## config.mk

```make
export PLATFORM = sky130hd
export DESIGN_NAME = seq_mul
export DESIGN_NICKNAME = d
export VERILOG_FILES = /design/src/rtl/seq_mul.sv
export SDC_FILE = /design/constraint.sdc
export NUM_CORES = 1
export LEC_CHECK = 0
export BUFFER_PORTS_ARGS = -buffer_cell sky130_fd_sc_hd__clkbuf_2
export CAP_MARGIN = 20
export CORE_ASPECT_RATIO = 0.75
export CORE_UTILIZATION = 50
export CTS_BUF_LIST = sky130_fd_sc_hd__clkbuf_16
export DETAILED_ROUTE_END_ITERATION = 10
export PLACE_DENSITY = 0.76
export SETUP_SLACK_MARGIN = 0.15
export SKIP_CTS_REPAIR_TIMING = 1
export SLEW_MARGIN = 10
export SYNTH_ARGS = -nofsm -noshare
export SYNTH_HDL_FRONTEND = slang
export SYNTH_SLANG_ARGS = --single-unit
```

## constraint.sdc

```tcl
create_clock -name clk -period 11.2 [get_ports clk]
set_clock_uncertainty 0.05 [all_clocks]
set_input_delay 1.68 -clock clk [delete_from_list [all_inputs] [get_ports clk]]
set_output_delay 1.68 -clock clk [all_outputs]
set_load 0.01 [all_outputs]
```

## src/rtl/seq_mul.sv

```systemverilog
// Iterative shift-add multiplier: retires RADIX_BITS multiplier bits per clock
// behind a valid/ready handshake, with per-transaction signed/unsigned selection.
module seq_mul #(
    parameter int N          = 16,
    parameter int RADIX_BITS = 1
) (
    input  logic           clk,
    input  logic           rst_n,
    input  logic           in_valid,
    output logic           in_ready,
    input  logic           in_signed,
    input  logic [N-1:0]   A,
    input  logic [N-1:0]   B,
    output logic           out_valid,
    input  logic           out_ready,
    output logic [2*N-1:0] O,
    output logic           busy
);

    localparam int PW     = 2 * N;
    localparam int STEPS  = N / RADIX_BITS;
    localparam int STEP_W = (STEPS > 1) ? $clog2(STEPS) : 1;

    generate
        if ((N < 2) || !((RADIX_BITS == 1) || (RADIX_BITS == 2) || (RADIX_BITS == 4)) ||
            ((N % RADIX_BITS) != 0)) begin : g_bad_params
            $error("seq_mul: illegal N/RADIX_BITS combination");
        end
    endgenerate

    typedef enum logic [1:0] {
        ST_IDLE = 2'd0,
        ST_BUSY = 2'd1,
        ST_DONE = 2'd2
    } state_e;

    // Magnitude of an operand; the most-negative value maps onto 2^(N-1) unchanged.
    function automatic logic [N-1:0] magnitude(input logic [N-1:0] v, input logic sgn);
        logic [N-1:0] r;
        if (sgn && v[N-1]) begin
            r = ~v + {{(N-1){1'b0}}, 1'b1};
        end else begin
            r = v;
        end
        return r;
    endfunction

    function automatic logic [PW-1:0] apply_sign(input logic [PW-1:0] v, input logic neg);
        logic [PW-1:0] r;
        if (neg) begin
            r = ~v + {{(PW-1){1'b0}}, 1'b1};
        end else begin
            r = v;
        end
        return r;
    endfunction

    state_e             state_q, state_d;
    logic [N-1:0]       mcand_q, mcand_d;
    logic [N-1:0]       mplier_q, mplier_d;
    logic [PW-1:0]      acc_q, acc_d;
    logic [STEP_W-1:0]  step_q, step_d;
    logic               neg_q, neg_d;
    logic [PW-1:0]      o_q, o_d;
    logic               out_valid_q, out_valid_d;
    logic               in_ready_q, in_ready_d;
    logic               busy_q, busy_d;

    logic [RADIX_BITS-1:0] digit_s;
    logic [PW-1:0]         pp_s;
    logic [PW-1:0]         pp_shift_s;
    logic [PW-1:0]         sum_s;
    logic                  last_step_s;

    // Partial product of the current multiplier digit, aligned to its bit weight.
    always_comb begin
        digit_s     = mplier_q[RADIX_BITS-1:0];
        pp_s        = PW'(mcand_q) * PW'(digit_s);
        pp_shift_s  = pp_s << (step_q * RADIX_BITS);
        sum_s       = acc_q + pp_shift_s;
        last_step_s = (step_q == STEP_W'(STEPS - 1));
    end

    // Next-state and next-register logic for the IDLE/BUSY/DONE controller.
    always_comb begin
        state_d     = state_q;
        mcand_d     = mcand_q;
        mplier_d    = mplier_q;
        acc_d       = acc_q;
        step_d      = step_q;
        neg_d       = neg_q;
        o_d         = o_q;
        out_valid_d = out_valid_q;
        in_ready_d  = in_ready_q;
        busy_d      = busy_q;

        case (state_q)
            ST_IDLE: begin
                in_ready_d = 1'b1;
                if (in_valid) begin
                    mcand_d    = magnitude(A, in_signed);
                    mplier_d   = magnitude(B, in_signed);
                    neg_d      = in_signed & (A[N-1] ^ B[N-1]);
                    acc_d      = {PW{1'b0}};
                    step_d     = {STEP_W{1'b0}};
                    in_ready_d = 1'b0;
                    busy_d     = 1'b1;
                    state_d    = ST_BUSY;
                end else begin
                    state_d = ST_IDLE;
                end
            end
            ST_BUSY: begin
                acc_d    = sum_s;
                mplier_d = mplier_q >> RADIX_BITS;
                step_d   = step_q + STEP_W'(1);
                // Latency is fixed: no early exit even when the remaining multiplier is zero.
                if (last_step_s) begin
                    o_d         = apply_sign(sum_s, neg_q);
                    out_valid_d = 1'b1;
                    state_d     = ST_DONE;
                end else begin
                    state_d = ST_BUSY;
                end
            end
            ST_DONE: begin
                if (out_ready) begin
                    out_valid_d = 1'b0;
                    in_ready_d  = 1'b1;
                    busy_d      = 1'b0;
                    state_d     = ST_IDLE;
                end else begin
                    state_d = ST_DONE;
                end
            end
            default: begin
                out_valid_d = 1'b0;
                in_ready_d  = 1'b1;
                busy_d      = 1'b0;
                state_d     = ST_IDLE;
            end
        endcase
    end

    // State and datapath registers; reset aborts any transaction in flight.
    always_ff @(posedge clk or negedge rst_n) begin
        if (!rst_n) begin
            state_q     <= ST_IDLE;
            mcand_q     <= {N{1'b0}};
            mplier_q    <= {N{1'b0}};
            acc_q       <= {PW{1'b0}};
            step_q      <= {STEP_W{1'b0}};
            neg_q       <= 1'b0;
            o_q         <= {PW{1'b0}};
            out_valid_q <= 1'b0;
            in_ready_q  <= 1'b1;
            busy_q      <= 1'b0;
        end else begin
            state_q     <= state_d;
            mcand_q     <= mcand_d;
            mplier_q    <= mplier_d;
            acc_q       <= acc_d;
            step_q      <= step_d;
            neg_q       <= neg_d;
            o_q         <= o_d;
            out_valid_q <= out_valid_d;
            in_ready_q  <= in_ready_d;
            busy_q      <= busy_d;
        end
    end

    assign in_ready  = in_ready_q;
    assign out_valid = out_valid_q;
    assign O         = o_q;
    assign busy      = busy_q;

endmodule

```

; ---- After elaboration in Yosys (flattened, before gate mapping)
; Index checks and enable logic that the tools add are counted.
[totals]
in_bits = 37
register_bits = 106
word_cells = 61
output_inout_bits = 35
[classes]
eq_ne = 6
addsub = 5
n_bitwise = 7
n_mux = 21
reduce_logical = 10
shift = 1
mul = 1
[ops]
columns = operator, count
row1 = $mux W32, 2
row2 = $pmux W32 S2, 1
row3 = $mux W16, 3
row4 = $add A16 B1 Y16 const B, 2
row5 = $add A32 B1 Y32 const B, 1
row6 = $add A32 B32 Y32, 1
row7 = $not A16 Y16, 2
row8 = $not A32 Y32, 1
row9 = $pmux W16 S2, 1
row10 = $shl A17 B4 Y32, 1
row11 = $mul A16 B1 Y17, 1
row12 = $pmux W1 S3, 3
row13 = $pmux W4 S2, 1
row14 = $reduce_and A2 Y1, 4
row15 = $mux W1, 6
row16 = $ne A2 B2 Y1 const B, 3
row17 = $pmux W2 S3, 1
row18 = $reduce_and A3 Y1, 2
row19 = $add A4 B1 Y4 const B, 1
row20 = $eq A4 B4 Y1 const B, 1
row21 = $mux W2, 2
row22 = $mux W4, 1
row23 = $eq A2 B1 Y1 const B, 1
row24 = $eq A2 B2 Y1 const B, 1
row25 = 6 further kinds, 8

; ---- Depth between registers and ports, before layout
[logic_depth]
word_depth = 6
depth_mapped = 21
ltp_nobuf = 17

; ---- Least setup slack after synthesis
; No wires, ideal clock.
[synth_timing]
path_type = reg-to-reg
start = register step_q[0]
end = register o_q[31] (netlist: O[31])
arrival_ns = 4.608
t_required_ns = 11.019
n_path_buf = 3
setup_slack_ns = 6.411
synth_period_minus_slack_ns = 4.789
path_stages_with_launch = 20
setup_ns = 0.131
cell_sequence = dfrtp_1 -> clkbuf_1 -> clkbuf_1 -> mux2_2 -> nand3_1 -> o21ai_0 -> mux2i_1 -> mux2i_1 -> ha_1 -> clkbuf_1 -> and4_1 -> nand3_1 -> a2111oi_1 -> a211oi_2 -> o21a_1 -> nand2b_1 -> a2111o_1 -> o41ai_2 -> xor2_1 -> o21ai_1
[synth_between]
elab_chain_cells = 5
word_cells_on_any_way = 7
classes_between = add/sub: 2 / eq/ne: 1 / shift: 1 / mux: 1 / bitwise: 1 / reduce/logical: 1
[synth_rtl]
columns = item, line
row1 = "start, declared", 62  ; logic [STEP_W-1:0] step_q, step_d;
row2 = "start signal, assigned", 152  ; step_q <= {STEP_W{1'b0}};
row3 = "start signal, assigned", 163  ; step_q <= step_d;
row4 = $shl A17 B4 Y32, 79  ; pp_shift_s = pp_s << (step_q * RADIX_BITS);
row5 = $add A32 B32 Y32, 80  ; sum_s = acc_q + pp_shift_s;
row6 = $not A32 Y32, 51  ; r = ~v + {{(PW-1){1'b0}}, 1'b1};
row7 = $add A32 B1 Y32, 51
row8 = $mux W32, 50  ; if (neg) begin
row9 = "end signal, assigned", 154  ; o_q <= {PW{1'b0}};
row10 = "end, declared", 64  ; logic [PW-1:0] o_q, o_d;
; Parallel ways exist; a longest one is shown, timed or not.
; A chain may end at the register's enable or synchronous reset.

; ---- Worst setup path after layout
[layout_timing]
start = register step_q[0]
end = register o_q[26] (netlist: O[26])
; Same word-level chain as after synthesis.

==> impl_metrics.toml <==
[pwr]
power.internal_uw = 1380
p_sw_uw = 1296
p_sw_share_pct = 48.43
max-vdd-ir-drop_v = 0.0001330
pwr-share-clk_pct = 13.1
power.leakage_uw = 0.003847
power_density_nw_per_um2 = 304.0
seqPwrFrac_pct = 27.3
pwr-share-comb_pct = 59.6

[floorplanning]
chipWidth_um = 148.2
start_util_pct = 51.82
fp.dieH_um = 111.7
die_area_sq_um = 16550
io_pins = 72
rows = 39
fp.coreArea_sq_um = 15470

[critical_path]
crit_arrival_ns = 5.79
cp-startpoint = "step_q[0]"
reg2reg_from = "step_q[0]"
worstPathMaxFanout = 28
cp_slowest_stage_delay_ns = 0.97
endpoint_kind = "register"
critPathSlowestCell = "dfrtp_1"
worstPathRequired_ns = 11.38
cp-start-kind = "register"
path_class = "reg2reg"
path_cells = "mux4_2 > nand2_1 > nor2_1 > a31oi_1 > nor2_1 > ha_1 > and3_1 > a221oi_4 > o21ai_1 > xor2_1 > a211o_1 > nor3_1 > nand4_1 > o41ai_2 > xor2_1 > o21ai_1"

[timing]
period_needed_ns = 5.608
worst-slew-pin-transition_ns = 0.9728
fmax_mhz = 178.3
rsz0062_at_grt = "no"
report.final.slew_viol_count = 0
fin_crit_sh_pct = 50.07
setup_ws_ns = 5.592
hold_viol = 0
max-slew-margin-rel_pct = 35.14
setup_viol = 0
tns_ns = 0

[final_layout]
nNetsFinal = 1061
fill_cells = 1404
fin_cells = 1198
drive_above_1_share_pct = 14.10
syn_to_final_growth_pct = 9.833
diodes = 0

[clock_network]
path_clk_slew_ns = 0.08
cts_buffer_depth = 2
numCtsBuffers = 9
cts_tree = "yes"
htree_levels = 3
clkLatencyLatePin_ns = 0.36
cts_root_buf = "clkbuf_16"
cts_sinks = 106

[route]
vias = 7224
first_pass_iters = 5
post-route-drc-count = 0
wl_per_cell_um = 17.00
wl_um = 20370
postRouteAntennaNets = 0
drt_iter0_markers = 595
routed_via_density = 6.030

[global_route]
grt_max_degree = 69
antenna_found_initial = 0
grt_pass1_wl_um = 34200
grt_pass1_vias = 6903
grt_util_all_layers_pct = 25.57
overflow = 0

[job]
drv_cap = 0

[logic_synthesis]
synth_edf_count = 0
synth_top_area_share_pct = 32.78
synth_ff_type = "dfrtp_1"
synth.avg_cell_area_sq_um = 8.385
ys_seq_area_share_pct = 33.10
ys_types = 73
synth_area_leaders = "dfrtp_1, nand2_1, o21ai_0, ha_1, xnor2_1"
syn_nets = 1029
yosysTopAreaCell = "dfrtp_1"
synth_warnings = 0
ys_ff_latch = 106
async_reset_ff_share_pct = 100.0
syn_area_sq_um = 8016
syn_inst = 956

[place]
gp_congestion = 0.9502
dp_cells = 1181
pre_cts_ws_ns = 5.619
place.port_buffers = 71
dp_hpwl_um = 15230

[worst_hold_path]
hp-class = "reg2reg"
min_from = "O[7]"

[run_status]
status = "completed"
through the flow:
| stage | util, % | hold slack [ns] | total power, uW | cell area (sq um) |
|---|---|---|---|---|
| final | 56.92 | 0.4267 | 2676 | 8805 |
| after global routing | 56.92 | 0.4547 | 2884 | 8805 |
| after CTS | 56.82 | 0.4363 | 2661 | 8790 |
| after floorplan | - | 0.4063 | 1899 | 8016 |
| after global placement | 54.72 | 0.4015 | 2260 | 8464 |
| after detailed placement | 54.72 | 0.4197 | 2302 | 8464 |
state kept, by name, indices dropped and copies added, names as in the netlist:
| register | cells |
|---|---|
| in_ready | 1 |
| neg_q | 1 |
| mcand_q | 16 |
| state_q | 2 |
| mplier_q | 16 |
| step_q | 4 |
| busy | 1 |
| acc_q | 32 |
| out_valid | 1 |
| O | 32 |
path summary, 6_finish.rpt:
| kind | endpoint | slack [ns] | depth (start not counted) |
|---|---|---|---|
| min in group asynchronous | acc_q[25] | 1.23 | 1 |
| setup reg to reg | O[26] | 5.59 | 16 |
| hold reg to reg | O[7] | 0.43 | 2 |
| setup / recovery | O[26] | 5.59 | 16 |
| hold / removal | O[7] | 0.43 | 2 |
| max in group asynchronous | acc_q[1] | 8.62 | 2 |
layout by cell type (no fill, tap or decap), drive strengths merged, types with 5 or more instances in the layout:
cell    synthesis  final
nand2         140    140
o21ai         120    120
dfrtp         105    105
clkbuf         47     79
a21oi          59     59
nor2           51     51
xnor2          45     45
ha             35     35
xor2           32     32
nand3          26     26
inv            22     24
nor3           23     23
a22o           21     21
o31ai          17     17
mux2i          14     14
nand4          13     13
mux2           12     12
a22oi          12     12
o22ai          11     11
and2           10     10
a31oi           9      9
or3             9      9
buf            11      9
nor2b           8      8
o21a            7      7
nor4            7      7
o211ai          6      6
a211oi          6      6
nand3b          5      5
and3            5      5
nand2b          5      5
mux4            5      5
a21o            5      5
and4            5      5
kinds of logic after synthesis:
group | after synthesis | share of synthesized area (%)
xor gates and xnor gates | 77 | 8.413
muxes | 31 | 4.838
buffers and inverters | 81 | 3.980
DFF | 106 | 33.10
adders and majority gates | 36 | 5.713
AOI/OAI and AO/OA | 308 | 25.13
and+or+nand+nor | 317 | 18.82
layout make-up:
type                    count  area [sq um]  share of cell area, %
repair buffers             79         425.4                  4.832
clock inverters             7         100.1                  1.137
flip-flops and latches    106          2654                  30.14
inverters                  23         86.33                 0.9805
clock buffers               9         225.2                  2.558
multi-input cells         769          5057                  57.44
well taps                 205         256.5                  2.913
worst max-delay path: cells and delay by family (launching register included):
family,cells,cell delay [ns]
multiplexers,1,0.60
flip-flops,1,0.97
XOR/XNOR,2,0.42
adder cells (fa/ha/maj),1,0.46
AO/OA/AOI/OAI,6,1.76
AND/OR/NAND/NOR,6,1.21
power groups by stage:
stage               Sequential, uW  Combinational [uW]  Clock (uW)
CTS                            733                1570         357
global placement               734                1530           0
global route                   758                1760         370
detailed placement             738                1560           0
finish                         731                1590         351
floorplan                      657                1240           0
synth_stat cells, types with 14 or more instances:
cell / instances
a22o_1: 21
mux2i_1: 14
nor2_1: 51
nor3_1: 23
o21ai_1: 17
inv_1: 22
nand2_1: 140
a21oi_1: 59
xnor2_1: 45
ha_1: 35
clkbuf_1: 47
xor2_1: 32
nand3_1: 26
o21ai_0: 103
dfrtp_1: 105
layer usage:
layer | up-vias | GRT usage [%] | wire, um
li1 | 3541 | - | -
met1 | 3422 | 36.66 | 9697
met2 | 235 | 39.09 | 9054
met3 | 26 | 5.287 | 1355
met4 | 0 | 6.804 | 264
met5 | - | 0 | 0
No activity file was read; power rests on OpenSTA's default activity.
